<file path="src/rtl/narnet_pkg.sv">
// Shared types and helpers for the NARNet sample feeder: S8.6 limits,
// the saturating conversion to S8.6 and the feeder FSM state encoding.
package narnet_pkg;

    // Representable range of an S8.6 value held in 8 bits.
    localparam int S8_6_MAX = 127;
    localparam int S8_6_MIN = -128;

    // Width of one prediction FIFO entry: {last, data}.
    localparam int PRED_W = 9;

    typedef enum logic [1:0] {
        ST_IDLE   = 2'd0,
        ST_ISSUE  = 2'd1,
        ST_WAIT_Y = 2'd2,
        ST_PUSH   = 2'd3
    } feeder_state_e;

    // Clamp a signed integer into the S8.6 range and return its 8-bit pattern.
    function automatic logic [7:0] sat_s8_6(input int v);
        logic [7:0] r;
        if (v > S8_6_MAX) begin
            r = 8'h7F;
        end else if (v < S8_6_MIN) begin
            r = 8'h80;
        end else begin
            r = 8'(v);
        end
        return r;
    endfunction

endpackage

</file>
<file path="src/rtl/narnet_sample_feeder_if.sv">
// Bundle of the feeder's stream, core and consumer signals.
// Handshakes: a transfer happens on a rising clk edge where valid and ready
// are both high; the sender holds data stable while valid is high and ready
// is low. s_* is the raw-sample input stream, m_* the prediction output
// stream; net_x_ready / net_out_ready are strobes to and from the core.
// slave is the feeder's view, master the view of its surroundings.
interface narnet_sample_feeder_if #(
    parameter int IN_W = 16
);
    import narnet_pkg::*;

    logic            s_valid;
    logic            s_ready;
    logic [IN_W-1:0] s_data;
    logic            mode_closed;
    logic [3:0]      horizon;

    logic            net_enable;
    logic [7:0]      net_x;
    logic            net_x_ready;
    logic [7:0]      net_y;
    logic            net_out_ready;

    logic            m_valid;
    logic            m_ready;
    logic [7:0]      m_data;
    logic            m_last;

    logic            err_timeout;
    feeder_state_e   dbg_state;

    modport slave (
        input  s_valid, s_data, mode_closed, horizon,
        input  net_y, net_out_ready,
        input  m_ready,
        output s_ready,
        output net_enable, net_x, net_x_ready,
        output m_valid, m_data, m_last,
        output err_timeout, dbg_state
    );

    modport master (
        output s_valid, s_data, mode_closed, horizon,
        output net_y, net_out_ready,
        output m_ready,
        input  s_ready,
        input  net_enable, net_x, net_x_ready,
        input  m_valid, m_data, m_last,
        input  err_timeout, dbg_state
    );

endinterface

</file>
<file path="src/rtl/narnet_pred_fifo.sv">
// Prediction FIFO, first-word fall-through. DEPTH must be a power of two so
// the pointers wrap by plain overflow. A write is taken when not full, or
// when full together with a same-cycle read. Reads of an empty FIFO are
// ignored and the read data is forced to zero while empty.
module narnet_pred_fifo #(
    parameter int W     = 9,
    parameter int DEPTH = 8
) (
    input  logic         clk,
    input  logic         rst,
    input  logic         wr_en_i,
    input  logic [W-1:0] wr_data_i,
    input  logic         rd_en_i,
    output logic [W-1:0] rd_data_o,
    output logic         empty_o,
    output logic         full_o
);
    localparam int AW = $clog2(DEPTH);

    logic [W-1:0]  mem_q [DEPTH];
    logic [AW-1:0] wr_ptr_q, wr_ptr_d;
    logic [AW-1:0] rd_ptr_q, rd_ptr_d;
    logic [AW:0]   count_q, count_d;
    logic          do_wr, do_rd;

    assign empty_o   = (count_q == '0);
    assign full_o    = (count_q == (AW+1)'(DEPTH));
    assign do_rd     = rd_en_i && !empty_o;
    assign do_wr     = wr_en_i && (!full_o || do_rd);
    assign rd_data_o = empty_o ? '0 : mem_q[rd_ptr_q];

    // Pointer and occupancy next-state.
    always_comb begin
        wr_ptr_d = wr_ptr_q;
        rd_ptr_d = rd_ptr_q;
        count_d  = count_q;
        if (do_wr) begin
            wr_ptr_d = wr_ptr_q + 1'b1;
        end
        if (do_rd) begin
            rd_ptr_d = rd_ptr_q + 1'b1;
        end
        case ({do_wr, do_rd})
            2'b10:   count_d = count_q + 1'b1;
            2'b01:   count_d = count_q - 1'b1;
            default: count_d = count_q;
        endcase
    end

    // Pointer and occupancy registers; reset flushes the FIFO.
    always_ff @(posedge clk) begin
        if (rst) begin
            wr_ptr_q <= '0;
            rd_ptr_q <= '0;
            count_q  <= '0;
        end else begin
            wr_ptr_q <= wr_ptr_d;
            rd_ptr_q <= rd_ptr_d;
            count_q  <= count_d;
        end
    end

    // Storage array; contents are don't-care until written.
    always_ff @(posedge clk) begin
        if (do_wr) begin
            mem_q[wr_ptr_q] <= wr_data_i;
        end
    end

endmodule

</file>
<file path="src/rtl/narnet_sample_feeder.sv">
// Feeder stage around the NARNet core. Quantises raw Q8.8 samples to S8.6,
// issues them to the core with a one-cycle strobe, captures each result on
// the rising edge of the core's result strobe and queues it for the consumer.
// In closed-loop mode each result is re-issued as the next input for up to
// 'horizon' steps. A watchdog drops a sequence whose result never arrives.
module narnet_sample_feeder
    import narnet_pkg::*;
#(
    parameter int IN_W       = 16,
    parameter int FIFO_DEPTH = 8,
    parameter int TIMEOUT    = 255
) (
    input  logic                  clk,
    input  logic                  rst,
    narnet_sample_feeder_if.slave feed_io
);
    localparam int WD_W = $clog2(TIMEOUT + 1);

    feeder_state_e   state_q, state_d;
    logic            live_q;
    logic [7:0]      net_x_q, net_x_d;
    logic [7:0]      y_q, y_d;
    logic [3:0]      steps_q, steps_d;
    logic [WD_W-1:0] wdog_q, wdog_d;
    logic            err_q, err_d;
    logic            out_rdy_q;

    logic signed [IN_W:0] q_sum;
    logic [7:0]           q_sat;
    logic                 y_edge;
    logic                 s_ready_w;
    logic                 fifo_wr, fifo_rd, fifo_can_wr;
    logic                 fifo_full, fifo_empty;
    logic [PRED_W-1:0]    fifo_rd_data;

    // Round half up by adding 2 before the arithmetic shift, then clamp.
    // One extra bit of headroom keeps the +2 from wrapping at 0x7FFF.
    assign q_sum = {feed_io.s_data[IN_W-1], feed_io.s_data} + (IN_W+1)'(2);
    assign q_sat = sat_s8_6(int'(q_sum) >>> 2);

    // Result strobe may stay high for several cycles; only its rising edge counts.
    assign y_edge = feed_io.net_out_ready && !out_rdy_q;

    // live_q holds s_ready low for the first cycle after reset.
    assign s_ready_w   = live_q && (state_q == ST_IDLE);
    assign fifo_rd     = feed_io.m_ready && !fifo_empty;
    assign fifo_can_wr = !fifo_full || fifo_rd;

    // FSM next-state, datapath next-state and FIFO write strobe.
    always_comb begin
        state_d = state_q;
        net_x_d = net_x_q;
        y_d     = y_q;
        steps_d = steps_q;
        wdog_d  = wdog_q;
        err_d   = err_q;
        fifo_wr = 1'b0;
        case (state_q)
            ST_IDLE: begin
                if (feed_io.s_valid && s_ready_w) begin
                    net_x_d = q_sat;
                    steps_d = (feed_io.mode_closed && (feed_io.horizon != 4'd0))
                              ? feed_io.horizon : 4'd1;
                    state_d = ST_ISSUE;
                end
            end
            ST_ISSUE: begin
                wdog_d  = '0;
                state_d = ST_WAIT_Y;
            end
            ST_WAIT_Y: begin
                wdog_d = wdog_q + 1'b1;
                if (y_edge) begin
                    y_d     = feed_io.net_y;
                    state_d = ST_PUSH;
                end else if (wdog_d == WD_W'(TIMEOUT)) begin
                    err_d   = 1'b1;
                    state_d = ST_IDLE;
                end
            end
            ST_PUSH: begin
                if (fifo_can_wr) begin
                    fifo_wr = 1'b1;
                    steps_d = steps_q - 1'b1;
                    if (steps_q > 4'd1) begin
                        net_x_d = y_q;
                        state_d = ST_ISSUE;
                    end else begin
                        state_d = ST_IDLE;
                    end
                end
            end
            default: state_d = ST_IDLE;
        endcase
    end

    // State and datapath registers.
    always_ff @(posedge clk) begin
        if (rst) begin
            state_q   <= ST_IDLE;
            live_q    <= 1'b0;
            net_x_q   <= '0;
            y_q       <= '0;
            steps_q   <= '0;
            wdog_q    <= '0;
            err_q     <= 1'b0;
            out_rdy_q <= 1'b0;
        end else begin
            state_q   <= state_d;
            live_q    <= 1'b1;
            net_x_q   <= net_x_d;
            y_q       <= y_d;
            steps_q   <= steps_d;
            wdog_q    <= wdog_d;
            err_q     <= err_d;
            out_rdy_q <= feed_io.net_out_ready;
        end
    end

    narnet_pred_fifo #(
        .W     (PRED_W),
        .DEPTH (FIFO_DEPTH)
    ) u_fifo (
        .clk       (clk),
        .rst       (rst),
        .wr_en_i   (fifo_wr),
        .wr_data_i ({(steps_q == 4'd1), y_q}),
        .rd_en_i   (fifo_rd),
        .rd_data_o (fifo_rd_data),
        .empty_o   (fifo_empty),
        .full_o    (fifo_full)
    );

    assign feed_io.s_ready     = s_ready_w;
    assign feed_io.net_enable  = live_q;
    assign feed_io.net_x       = net_x_q;
    assign feed_io.net_x_ready = (state_q == ST_ISSUE);
    assign feed_io.m_valid     = !fifo_empty;
    assign feed_io.m_data      = fifo_rd_data[7:0];
    assign feed_io.m_last      = fifo_rd_data[8];
    assign feed_io.err_timeout = err_q;
    assign feed_io.dbg_state   = state_q;

endmodule

</file>
<file path="src/flat_wrapper.sv">
// flat-port wrapper written by rule: the top's interface ports become plain ports
module narnet_sample_feeder_flat import narnet_pkg::*;
#(
    parameter int IN_W       = 16,
    parameter int FIFO_DEPTH = 8,
    parameter int TIMEOUT    = 255
)
  (clk, rst, feed_io_s_valid, feed_io_s_data, feed_io_mode_closed, feed_io_horizon, feed_io_net_y, feed_io_net_out_ready, feed_io_m_ready, feed_io_s_ready, feed_io_net_enable, feed_io_net_x, feed_io_net_x_ready, feed_io_m_valid, feed_io_m_data, feed_io_m_last, feed_io_err_timeout, feed_io_dbg_state);
  narnet_sample_feeder_if #(.IN_W(IN_W)) feed_io_i ();
  input  logic clk;
  input  logic rst;
  input wire logic [$bits(feed_io_i.s_valid)-1:0] feed_io_s_valid;
  input wire logic [$bits(feed_io_i.s_data)-1:0] feed_io_s_data;
  input wire logic [$bits(feed_io_i.mode_closed)-1:0] feed_io_mode_closed;
  input wire logic [$bits(feed_io_i.horizon)-1:0] feed_io_horizon;
  input wire logic [$bits(feed_io_i.net_y)-1:0] feed_io_net_y;
  input wire logic [$bits(feed_io_i.net_out_ready)-1:0] feed_io_net_out_ready;
  input wire logic [$bits(feed_io_i.m_ready)-1:0] feed_io_m_ready;
  output wire logic [$bits(feed_io_i.s_ready)-1:0] feed_io_s_ready;
  output wire logic [$bits(feed_io_i.net_enable)-1:0] feed_io_net_enable;
  output wire logic [$bits(feed_io_i.net_x)-1:0] feed_io_net_x;
  output wire logic [$bits(feed_io_i.net_x_ready)-1:0] feed_io_net_x_ready;
  output wire logic [$bits(feed_io_i.m_valid)-1:0] feed_io_m_valid;
  output wire logic [$bits(feed_io_i.m_data)-1:0] feed_io_m_data;
  output wire logic [$bits(feed_io_i.m_last)-1:0] feed_io_m_last;
  output wire logic [$bits(feed_io_i.err_timeout)-1:0] feed_io_err_timeout;
  output wire logic [$bits(feed_io_i.dbg_state)-1:0] feed_io_dbg_state;
  assign feed_io_i.s_valid = feed_io_s_valid;
  assign feed_io_i.s_data = feed_io_s_data;
  assign feed_io_i.mode_closed = feed_io_mode_closed;
  assign feed_io_i.horizon = feed_io_horizon;
  assign feed_io_i.net_y = feed_io_net_y;
  assign feed_io_i.net_out_ready = feed_io_net_out_ready;
  assign feed_io_i.m_ready = feed_io_m_ready;
  assign feed_io_s_ready = feed_io_i.s_ready;
  assign feed_io_net_enable = feed_io_i.net_enable;
  assign feed_io_net_x = feed_io_i.net_x;
  assign feed_io_net_x_ready = feed_io_i.net_x_ready;
  assign feed_io_m_valid = feed_io_i.m_valid;
  assign feed_io_m_data = feed_io_i.m_data;
  assign feed_io_m_last = feed_io_i.m_last;
  assign feed_io_err_timeout = feed_io_i.err_timeout;
  assign feed_io_dbg_state = feed_io_i.dbg_state;
  narnet_sample_feeder #(.IN_W(IN_W), .FIFO_DEPTH(FIFO_DEPTH), .TIMEOUT(TIMEOUT)) u_core (.clk(clk), .rst(rst), .feed_io(feed_io_i));
endmodule
</file>
<file path="config.mk">
export PLATFORM = sky130hd
export DESIGN_NAME = narnet_sample_feeder_flat
export DESIGN_NICKNAME = d
export VERILOG_FILES = /design/src/rtl/narnet_pkg.sv /design/src/rtl/narnet_sample_feeder_if.sv /design/src/rtl/narnet_pred_fifo.sv /design/src/rtl/narnet_sample_feeder.sv /design/src/flat_wrapper.sv
export SDC_FILE = /design/constraint.sdc
export NUM_CORES = 1
export LEC_CHECK = 0
export ABC_AREA = 1
export BUFFER_PORTS_ARGS = -buffer_cell sky130_fd_sc_hd__clkbuf_2
export CAP_MARGIN = 25
export CORE_AREA = 3 3 105 107
export DETAILED_ROUTE_END_ITERATION = 8
export DIE_AREA = 0 0 108 110
export PLACE_DENSITY_LB_ADDON = 0.08
export SKIP_LAST_GASP = 1
export SLEW_MARGIN = 10
export SYNTH_ARGS = -nofsm -noshare
export SYNTH_HDL_FRONTEND = slang
export SYNTH_SLANG_ARGS = --single-unit
</file>
<file path="constraint.sdc">
create_clock -name clk -period 6.2 [get_ports clk]
set_clock_uncertainty 0.05 [all_clocks]
set_input_delay 1.24 -clock clk [delete_from_list [all_inputs] [get_ports clk]]
set_output_delay 1.24 -clock clk [all_outputs]
set_load 0.02 [all_outputs]
</file>
== Word-level counts from Yosys, hierarchy flattened ==
Memories as Yosys holds them, arrays and structs flattened. A register that Yosys moved wholly into a read port is not among the register bits.
Cells that the tools add are included.

* $lt $le $gt $ge: 3
* Equal/unequal tests: 12
* Reductions and logical operators: 23
* Multiply operators: 0
* Shift operators: 0
* Divide/modulo/power cells: 0
* Bitwise gates (word level): 1
* Multiplexer cells: 26
* $add $sub $neg: 7

{| class="wikitable"
|+ Operators with widths
! kind !! count
|-
| 2-to-1 mux 8 bit || 5
|-
| one-hot mux 8 bit (2 select lines) || 2
|-
| adder 16 x 3 -> 17 bit, second input constant || 1
|-
| one-hot mux 4 bit (2 select lines) || 2
|-
| greater-than comparator 15 x 8 -> 1 bit, second input constant || 1
|-
| < comparator 15 x 8 -> 1 bit, second input constant || 1
|-
| 2-to-1 mux 4 bit || 3
|-
| 2-to-1 mux 9 bit || 1
|-
| AND reduction 3 bit || 3
|-
| adder 8 x 1 -> 8 bit, second input constant || 1
|-
| equality test 8 bit, second input constant || 1
|-
| 2-to-1 mux 2 bit || 4
|-
| one-hot mux 2 bit (4 select lines) || 1
|-
| subtractor 4 x 1 -> 4 bit, second input constant || 2
|-
| logical AND 1 bit || 7
|-
| adder 3 x 1 -> 3 bit, second input constant || 2
|-
| equality test 2 bit, second input constant || 3
|-
| 2-to-1 mux 1 bit || 6
|-
| 2-to-1 mux 3 bit || 2
|-
| nonzero test 2 bit || 3
|-
| adder 4 x 1 -> 4 bit, second input constant || 1
|-
| equality test 2 x 1 -> 1 bit, second input constant || 2
|-
| equality test 4 x 1 -> 1 bit, second input constant || 1
|-
| equality test 4 bit, second input constant || 1
|-
| 12 further kinds || 16
|}

* Latch bits: 0
* Input port bits: 34
* RAM bits: 72
* Bits in read-only memories: 0
* Flip-flop bits (word level): 43
* Memories kept: 1

{| class="wikitable"
|+ Memories
! name !! words !! bits a word !! read ports !! clocked after Yosys merged registers in !! wr ports !! line !! text
|-
| u_core.u_fifo.mem_q || 8 || 9 || 1 || 1 || 1 || narnet_pred_fifo.sv:20 || <nowiki>logic [W-1:0] mem_q [DEPTH];</nowiki>
|}

== Depth between registers and ports, before layout ==
* Depth after elaboration: 9
* Gate-level depth with buffers: 14
* Gate-level depth less buffers: 14

== By module ==
From an unflattened synthesis, not the netlist that was laid out.

* Cell total of the unflattened synthesis: 656
* Area, all modules: 5833.1 um2

{| class="wikitable"
|+ Modules (own cells, without submodules)
! module !! area each (um2) !! cells an instance !! instances !! seq. area each (um2)
|-
| narnet_pred_fifo || 3578.4 || 309 || 1 || 2422.3
|-
| narnet_sample_feeder || 2254.7 || 347 || 1 || 660.6
|}

== Worst setup path before layout ==
No wires, ideal clock.

* Path kind: input-to-reg
* From: input port feed_io_m_ready
* To: register u_core.u_fifo.count_q[3]
* Setup time: 0.071 ns
* Path buffers: 0
* Stages: 10
* Data required time: 6.079 ns
* Arrival time: 2.729 ns
* Path slack: 3.351 ns
* Path through: inv_1 nor2_1 ha_1 ha_1 nand2_1 nor2_1 a211oi_1 xor2_1 nand2_1 a21oi_1

* Elaborated cells between the ends (all ways): 11
* Classes of those cells: 2 x eq/ne; 3 x mux; 6 x reduce/logical

{| class="wikitable"
|+ RTL lines
! element !! line !! text
|-
| start, declared || flat_wrapper.sv:18 || <nowiki>input wire logic [$bits(feed_io_i.m_ready)-1:0] feed_io_m_ready;</nowiki>
|-
| logical AND 1 bit * || narnet_sample_feeder.sv:46 || <nowiki>assign fifo_rd = feed_io.m_ready && !fifo_empty;</nowiki>
|-
| logical AND 1 bit * || narnet_pred_fifo.sv:28 || <nowiki>assign do_rd = rd_en_i && !empty_o;</nowiki>
|-
| net u_core.u_fifo.do_rd || narnet_pred_fifo.sv:24 || <nowiki>logic do_wr, do_rd;</nowiki>
|-
| logical OR 1 bit || narnet_pred_fifo.sv:29 || <nowiki>assign do_wr = wr_en_i && (!full_o || do_rd);</nowiki>
|-
| logical AND 1 bit || narnet_pred_fifo.sv:29 ||
|-
| equality test 2 x 1 -> 1 bit or equality test 2 bit (tied branches) || narnet_pred_fifo.sv:43 || <nowiki>case ({do_wr, do_rd})</nowiki>
|-
| one-hot mux 4 bit (2 select lines) or nonzero test 2 bit (tied branches) || n/a ||
|-
| end signal, assigned || narnet_pred_fifo.sv:59 || <nowiki>count_q <= count_d;</nowiki>
|-
| end, declared || narnet_pred_fifo.sv:23 || <nowiki>logic [AW:0] count_q, count_d;</nowiki>
|}

The timed path passes the listed nets; every way through them passes the cells marked *.
A chain may end at the register's enable or synchronous reset.

==> results.py <==
metrics = {
    "placement": {
        "dp.cells": 798,
        "gp_congestion": 0.882,
        "dpl.hpwl_um": 7820,
        "portBuffers": 56,
    },
    "sta": {
        "tightestPinTransition_ns": 0.979,
        "max_freq_mhz": 257,
        "holdWs_ns": 0.414,
        "slew-limit-headroom_pct": 34.5,
        "maxSlewViolCount": 0,
        "min_period_over_period_pct": 62.7,
        "tns_ns": 0,
        "period_needed_ns": 3.89,
        "setup_viol": 0,
        "hold_violations": 0,
        "rsz0062_at_grt": "no",
    },
    "clock_tree": {
        "cts_buffer_depth": 2,
        "cts_hold_buffers": 0,
        "clock_sinks": 118,
        "cts-buffers-inserted": 17,
        "postCtsResizedCells": 0,
        "cts_setup_buffers": 0,
        "cts.reportedPaths.clkPinSlew_ns": 0.06,
        "cts_root_buffer": "clkbuf_8",
        "clk_latency_ns": 0.50,
        "cts_tree": "built",
        "cts-htree-levels": 4,
    },
    "finish": {
        "n_antenna_cell": 0,
        "multi_input_area_um2": 2150,
        "area_growth_pct": 17.8,
        "stdcell_count": 835,
        "regArea_um2": 3080,
        "nets": 736,
        "layout-drive-gt1-share_pct": 15.0,
        "fillerInstances": 871,
    },
    "yosys": {
        "ys.warnings.count": 0,
        "synthTopCellsByCount": "nand2_1 (110), nor2_1 (93), o21ai_0 (73)",
        "avgSynthCellArea_um2": 8.90,
        "ys.flop_type": "edfxtp_1",
        "synthCells": 624,
        "ys_seq_area_share_pct": 55.5,
        "syn_nets": 674,
        "synthMostInstantiatedCell": "nand2_1",
        "netlist_area_um2": 5560,
        "synth_edf_count": 72,
        "ys_types": 37,
        "postSynth.asyncResetShare_pct": 0,
        "synth-seq-cells": 118,
        "yosys.area.top_type": "edfxtp_1",
        "synth_top_area_share_pct": 38.9,
        "synth_area_leaders": "edfxtp_1 (39%), dfxtp_1 (17%), nand2_1 (7.4%)",
    },
    "floorplan": {
        "core.rowCount": 37,
        "fp.dieW_um": 108,
        "io_pins": 58,
        "initial_core_util_pct": 54.3,
        "die_y_um": 110,
        "fp.dieArea_um2": 11900,
        "core_region_area_um2": 10200,
    },
    "flow_run": {
        "maxCapViolations": 0,
    },
    "pwr": {
        "p_leak_nw": 2.62,
        "power_density_nw_per_um2": 414,
        "power.total_mw": 2.71,
        "peakVddDrop_v": 0.000215,
    },
    "route": {
        "first_iter_violations": 259,
        "avgRoutedWirePerCell_um": 14.0,
        "dr_wl_met3_um": 539,
        "via_count": 4362,
        "dr.pass1.iters": 5,
        "top_layer_used": "met4",
        "wl_um": 11700,
        "ant_nets": 0,
        "wl_met2_um": 5740,
        "wl_met1_um": 5330,
        "post-route-drc-count": 0,
        "vias_per_cell": 5.22,
    },
    "min_path": {
        "min_path_type": "register to register",
    },
    "global_routing": {
        "first_global_vias": 4092,
        "antenna_found_initial": 0,
        "grt_pass1_wl_um": 19300,
        "grt_max_degree": 38,
        "grt.overflow.total": 0,
        "grt.total_usage_pct": 20.8,
    },
    "worst_setup_path": {
        "crit_fanout": 19,
        "critPathSlowestCell": "dfxtp_1",
        "crit_required_ns": 4.91,
        "cp-end-kind": "primary output",
        "critPathTopFamily": "flip-flops",
        "slowest_delay_ns": 0.80,
        "worstSetupStartpointType": "register",
        "crit_type": "register to primary output",
        "path_buf_inv": 2,
        "crit_arrival_ns": 2.60,
        "worstPathCellList": "inv_1 > nor2_1 > o21ai_0 > a31oi_1 > clkbuf_2",
    },
    "run_status": {
        "status": "complete, no violations",
    },
}
[power by group]
group / total (mW) / switching [mW] / internal [mW]
logic: 0.862 / 0.571 / 0.291
clock network: 0.881 / 0.350 / 0.532
registers: 0.968 / 0.0650 / 0.903
total: 2.71 / 0.986 / 1.73
[per-stage QoR]
step | cell area (um^2) | util [%] | setup slack [ns]
3_5_place_dp | 5940 | 58.1 | 2.69
2_1_floorplan | 5560 | - | 3.35
6_report | 6540 | 63.9 | 2.31
3_3_place_gp | 5940 | 58.1 | 2.73
5_1_grt | 6540 | 63.9 | 1.99
4_1_cts | 6480 | 63.4 | 2.17
[state kept, by name, indices dropped and copies added, names as in the netlist, named ones only]
name                        flops
u_core.u_fifo.mem_q            72
u_core.feed_io.err_timeout      1
u_core.feed_io.net_enable       1
u_core.u_fifo.wr_ptr_q          3
u_core.wdog_q                   8
u_core.steps_q                  4
u_core.out_rdy_q                1
u_core.u_fifo.count_q           4
u_core.feed_io.dbg_state        2
u_core.u_fifo.rd_ptr_q          3
u_core.y_q                      8
u_core.feed_io.net_x            8
[worst min-delay path: cells and delay by family, from the launching register on]
family / cells / cell delay [ns]
simple gates: 1 / 0.06
flops: 1 / 0.31
compound gates: 1 / 0.06
[logic make-up after synthesis]
| group | count (synthesis) | share of synthesized area (%) |
|---|---|---|
| and+or+nand+nor | 249 | 18.8 |
| buffers and inverters | 84 | 5.72 |
| DFF | 118 | 55.5 |
| xor gates and xnor gates | 14 | 2.21 |
| AOI/OAI and AO/OA | 143 | 14.0 |
| adders and majority gates | 16 | 3.74 |
[worst paths after layout]
check                                            from  cells past startpoint  slack [ns]                               endpoint
max                                          register                      5        2.31                      feed_io_m_data[7]
min                     u_core.wdog_q[7]$_SDFFE_PP0P_                      2        0.41          u_core.wdog_q[7]$_SDFFE_PP0P_
max reg2reg  u_core.feed_io.dbg_state[0]$_SDFFE_PP0P_                     10        3.35  u_core.u_fifo.count_q[3]$_SDFFE_PP0P_
min reg2reg             u_core.wdog_q[7]$_SDFFE_PP0P_                      2        0.41          u_core.wdog_q[7]$_SDFFE_PP0P_
[layout by cell type (no fill, tap or decap), drive strengths merged, types with 6 or more instances in the layout]
| cell | n |
|---|---|
| nand4 | 7 |
| ha | 15 |
| nand2 | 112 |
| nand3 | 22 |
| buf | 6 |
| dfxtp | 46 |
| xor2 | 11 |
| nor2 | 98 |
| a31oi | 10 |
| edfxtp | 72 |
| a21oi | 39 |
| clkinv | 9 |
| o22ai | 9 |
| o21ai | 74 |
| inv | 66 |
| clkbuf | 73 |
[layout make-up]
type / instances / area share, %
clock inverter: 15 / 2.01
tap: 136 / 2.60
sequential: 118 / 47.1
clock buffer: 17 / 6.33
timing repair buffer: 62 / 5.28
inverter: 65 / 3.73
multi-input combinational: 422 / 32.9
[layer usage]
| metal | up-vias | global-route usage [%] |
|---|---|---|
| met5 | - | 0 |
| met4 | 0 | 5.59 |
| met3 | 4 | 4.60 |
| met2 | 98 | 36.4 |
| met1 | 2027 | 26.3 |
| li1 | 2233 | - |
Note: power is estimated with default switching activity, not from simulation.
